--- src/rtl/sram_req_arbiter.sv ---
// Two-master sram-like request arbiter with an in-order owner FIFO for responses.
// Define ARB_RR_EN for round-robin tie breaking; default is fixed priority m1 > m0.
module sram_req_arbiter #(
    parameter int PTR_W = 2
) (
    input  logic        clk,
    input  logic        resetn,
    input  logic        m0_req,
    input  logic        m0_wr,
    input  logic [1:0]  m0_size,
    input  logic [3:0]  m0_wstrb,
    input  logic [31:0] m0_addr,
    input  logic [31:0] m0_wdata,
    output logic        m0_addr_ok,
    output logic        m0_data_ok,
    output logic [31:0] m0_rdata,
    input  logic        m1_req,
    input  logic        m1_wr,
    input  logic [1:0]  m1_size,
    input  logic [3:0]  m1_wstrb,
    input  logic [31:0] m1_addr,
    input  logic [31:0] m1_wdata,
    output logic        m1_addr_ok,
    output logic        m1_data_ok,
    output logic [31:0] m1_rdata,
    output logic        s_req,
    output logic        s_wr,
    output logic [1:0]  s_size,
    output logic [3:0]  s_wstrb,
    output logic [31:0] s_addr,
    output logic [31:0] s_wdata,
    input  logic        s_addr_ok,
    input  logic        s_data_ok,
    input  logic [31:0] s_rdata
);
    localparam int OST = 1 << PTR_W;

    typedef enum logic [1:0] {IDLE, LOCK0, LOCK1} state_t;

    state_t           state;
    logic             gnt_vld;
    logic             sel;
    logic             last_sel;
    logic             tie_win;
    logic             hs;
    logic             push;
    logic             pop;
    logic             empty;
    logic             full;
    logic             head;
    logic [PTR_W:0]   count;
    logic [PTR_W:0]   count_nxt;
    logic [PTR_W-1:0] wptr;
    logic [PTR_W-1:0] rptr;
    logic [OST-1:0]   owner;

`ifdef ARB_RR_EN
    logic rr_last;
    assign tie_win = ~rr_last;
`else
    assign tie_win = 1'b1;
`endif

    // sel falls back to the last granted master so s_* stays stable when idle
    always_comb begin
        gnt_vld = 1'b0;
        sel     = last_sel;
        case (state)
            IDLE: begin
                gnt_vld = m0_req | m1_req;
                if (m0_req & m1_req) sel = tie_win;
                else if (m1_req)     sel = 1'b1;
                else if (m0_req)     sel = 1'b0;
            end
            LOCK0: begin
                gnt_vld = 1'b1;
                sel     = 1'b0;
            end
            LOCK1: begin
                gnt_vld = 1'b1;
                sel     = 1'b1;
            end
            default: begin
                gnt_vld = 1'b0;
                sel     = last_sel;
            end
        endcase
    end

    assign s_req   = gnt_vld & (sel ? m1_req : m0_req) & ~full & resetn;
    assign s_wr    = sel ? m1_wr    : m0_wr;
    assign s_size  = sel ? m1_size  : m0_size;
    assign s_wstrb = sel ? m1_wstrb : m0_wstrb;
    assign s_addr  = sel ? m1_addr  : m0_addr;
    assign s_wdata = sel ? m1_wdata : m0_wdata;

    assign hs         = s_req & s_addr_ok;
    assign m0_addr_ok = hs & ~sel;
    assign m1_addr_ok = hs & sel;

    assign empty     = (count == '0);
    assign push      = hs;
    assign pop       = s_data_ok & ~empty;
    assign head      = owner[rptr];
    assign count_nxt = count + (PTR_W+1)'(push) - (PTR_W+1)'(pop);

    assign m0_data_ok = pop & ~head;
    assign m1_data_ok = pop & head;
    assign m0_rdata   = s_rdata;
    assign m1_rdata   = s_rdata;

    always_ff @(posedge clk or negedge resetn) begin
        if (!resetn) begin
            state    <= IDLE;
            last_sel <= 1'b0;
            count    <= '0;
            full     <= 1'b0;
            wptr     <= '0;
            rptr     <= '0;
            owner    <= '0;
        end else begin
            case (state)
                IDLE:    if (gnt_vld & ~hs) state <= sel ? LOCK1 : LOCK0;
                LOCK0:   if (hs) state <= IDLE;
                LOCK1:   if (hs) state <= IDLE;
                default: state <= IDLE;
            endcase
            if (gnt_vld) last_sel <= sel;
            if (push) begin
                owner[wptr] <= sel;
                wptr        <= wptr + PTR_W'(1);
            end
            if (pop) rptr <= rptr + PTR_W'(1);
            count <= count_nxt;
            full  <= (count_nxt == (PTR_W+1)'(OST));
        end
    end

`ifdef ARB_RR_EN
    always_ff @(posedge clk or negedge resetn) begin
        if (!resetn)  rr_last <= 1'b0;
        else if (hs)  rr_last <= sel;
    end
`endif

endmodule

--- config.mk ---
export PLATFORM = sky130hd
export DESIGN_NAME = sram_req_arbiter
export DESIGN_NICKNAME = d
export VERILOG_FILES = /design/src/rtl/sram_req_arbiter.sv
export SDC_FILE = /design/constraint.sdc
export NUM_CORES = 1
export LEC_CHECK = 0
export BUFFER_PORTS_ARGS = -buffer_cell sky130_fd_sc_hd__buf_2
export CAP_MARGIN = 25
export CORE_AREA = 2 2 123 125
export DETAILED_ROUTE_END_ITERATION = 16
export DIE_AREA = 0 0 125 127
export GPL_ROUTABILITY_DRIVEN = 0
export PLACE_DENSITY = 0.49
export SYNTH_ARGS = -nofsm -noshare
export SYNTH_HDL_FRONTEND = slang
export SYNTH_SLANG_ARGS = --single-unit
--- constraint.sdc ---
create_clock -name clk -period 2.7 [get_ports clk]
set_input_delay 0.54 -clock clk [delete_from_list [all_inputs] [get_ports clk]]
set_output_delay 0.54 -clock clk [all_outputs]
set_load 0.03 [all_outputs]
==> run metrics <==
DPL Wire Length=9510 um; Top FF cell, synth=dfrtp_1; DRC Markers=0; CP peak stage delay=0.43 ns; first-pass GRT wire length=14400 um; Core Box Area=0.0144 mm^2; Post-Synthesis Cell Area=0.00222 mm^2; WP data required=2.16 ns; CTS tree=yes; syn avg cell area=9.88 um^2; multi-input logic area=0.00136 mm^2; pin count of the biggest net entering global routing=28; CTS Buffer Depth=2; TritonRoute pass-1 iters=4; via count=2281; Hold Crit Class=input port to asynchronous set/reset pin; wire per inst=18.3 um; Setup crit start=state[1]; DR vias/cell=3.94; post-synthesis net count=415; die area=0.0159 mm^2; Port Buf Inserts=223; CP Capture Type=primary output; slowest cell on the critical path=dfrtp_1; Synth Area in Simple Gates=0.0506; Area growth syn-to-layout=54.3%; adder-cell share of the synthesized area=0.0597; sequential share of the synthesized area=0.169; NumNets Final=586; wirelength, routed=10600 um; H-tree depth=1; Crit Path Category=flip-flop to primary output; Initial Util=0.154; Max Slew Vio Count=0; grt ovf=0; leakage power=1.73 nW; max frequency=377 MHz; Async S/R FF share, synth=1.00; share of the synthesized area in the top cell type=0.304; Finished Layout Cells=579; Final ANT Viol Nets=0; Synth top cells by count=buf_4 (64), mux2_2 (60), dfrtp_1 (15); Compound-Gate Fraction of Synth Area=0.0591; final worst slack=0.0456 ns; CTS Sinks=15; share of layout cells above drive strength 1=0.828; root buf cell=clkbuf_16; Critical Path AT=2.11 ns; power per standard cell area=1260 mW/mm^2; Fin Hold WS=0.298 ns; Post-Place Cells=570; CP cell instances=ha_4 -> mux2i_4 -> buf_6 -> nand2_8 -> buf_16 -> mux2_2 -> buf_2; DR iter-0 viols=36; CTS Hold Bufs=0; Final setup viols=0; mux contribution to synthesized area=0.384; setup slack at placement=0.0144 ns; crit share post-route=0.983; cts bufs inserted=3; Vert. Die Dim=127 um; Worst-Skew Late Latency=0.25 ns; n_diodes=0; Total GRT Usage=0.123; EDFF count, synth=0; Final Hold Violating Endpoints=0; register area=375 um^2; Synth Area in XOR/XNOR=0.0197; top-count cell post-synth=buf_4; Fillers=1588; Row Count=44; largest cells by area after synthesis=mux2_2 (30%), buf_4 (22%), dfrtp_1 (17%); Final min period=2.65 ns; Crit Path Max Fanout=27; Warnings, synthesis=0; max-cap violation count=0; Synth Instances=225; Tot Pwr=4.33 mW; Relative slew margins=0.806; Setup Skew=0.00436 ns; Synth Register Bits=15; Clk pin slew, worst setup/hold paths=0.05 ns; Synth area leader=mux2_2; IO Count=320; RSZ-0062 raised after global routing=yes; actual slew at the worst max-slew pin=0.291 ns; Synth cell types=36; Setup crit start kind=flip-flop; VDD IR max=575 uV; largest family of logic cells by synthesized area=multiplexers; vias in the first global route=2354; Die X-Extent=125 um; outcome=complete, no violations; worst r2r src=state[1]; antenna violations before repair=0
==> worst paths after layout <==
check                       endpoint  slack [ns]  cells past startpoint
max                        s_addr[4]        0.05                      7
min                          rptr[1]        0.30                      2
max reg2reg                     full        0.09                     12
min reg2reg                  rptr[1]        0.48                      1
max in group asynchronous    wptr[1]        2.22                      2
min in group clk             rptr[1]        0.48                      1
==> cells in the final DEF, fill, tap and decap left out, types with 2 or more instances in the layout <==
cell | Yosys | routed
xnor2_1 | 5 | 4
nand4b_1 | 2 | 2
o21ai_0 | 3 | 3
nand2_1 | 3 | 3
nand3_1 | 2 | 2
a41oi_1 | 4 | 4
ha_4 | 0 | 4
inv_2 | 0 | 3
a21oi_2 | 1 | 2
clkbuf_16 | 0 | 3
dfrtp_1 | 15 | 15
buf_2 | 7 | 212
buf_6 | 1 | 9
inv_1 | 10 | 7
mux2_1 | 11 | 7
mux2_2 | 60 | 64
nor2_1 | 3 | 2
buf_4 | 64 | 14
ha_1 | 9 | 5
nor2b_1 | 2 | 2
buf_12 | 0 | 2
a21oi_1 | 5 | 4
==> cells by family (layout without fill, tap and decap cells) <==
logic type | Yosys count | after routing
buffers and inverters | 83 | 253
multiplexers | 74 | 74
AO/OA/AOI/OAI | 19 | 19
AND/OR/NAND/NOR | 19 | 19
flip-flops | 15 | 15
adder cells (fa/ha/maj) | 10 | 10
XOR/XNOR | 5 | 5
==> routing by layer <==
| layer | routed length [um] | share of wire | vias to the layer above | track usage |
|---|---|---|---|---|
| met3 | 817 | 0.077 | 8 | 0.0314 |
| met4 | 57 | 0.0054 | 0 | 0.0196 |
| met2 | 5680 | 0.54 | 163 | 0.230 |
| li1 | - | - | 1057 | - |
| met1 | 4060 | 0.38 | 1053 | 0.143 |
| met5 | 0 | 0 | - | 0 |
==> sequential cells by signal (all words and copies together), names as in the netlist <==
name / flops
owner: 4
full: 1
wptr: 2
state: 2
last_sel: 1
count: 3
rptr: 2
==> timing repair <==
item / 4_1_cts / 5_1_grt
resized for setup: 4 / 42
endpoints found under the setup margin: 65 / 42
pin swaps: 1 / 10
buffers inserted: 0 / 5
==> power breakdown <==
| part | leakage [nW] | internal, mW | switching, mW |
|---|---|---|---|
| Combinational | 1.50 | 1.50 | 2.10 |
| Clock | 0.0409 | 0.198 | 0.0926 |
| Sequential | 0.180 | 0.340 | 0.0977 |
| Total | 1.73 | 2.04 | 2.29 |
==> critical path, delay by kind of cell (launching register included) <==
family,cells,cell delay (ns)
adders and majority gates,1,0.21
DFF,1,0.43
buffers and inverters,3,0.53
and+or+nand+nor,1,0.12
muxes,2,0.56
==> metrics by stage <==
| stage | instance area (um^2) | utilization | TNS [ns] |
|---|---|---|---|
| after CTS | 3290 | 0.228 | 0 |
| after global routing | 3430 | 0.238 | -0.503 |
| final | 3430 | 0.238 | 0 |
| after floorplan | 2250 | - | 0 |
| after global placement | 3190 | 0.221 | 0 |
| after detailed placement | 3190 | 0.221 | 0 |
==> final cells by class <==
| cell class | count | area share |
|---|---|---|
| multi-input cells | 127 | 0.398 |
| well taps | 184 | 0.0671 |
| inverters | 11 | 0.0135 |
| clock buffers | 3 | 0.0219 |
| flip-flops and latches | 15 | 0.109 |
| clock inverters | 1 | 0.00146 |
| repair buffers | 238 | 0.389 |
Note: power is estimated with default switching activity, not from simulation.
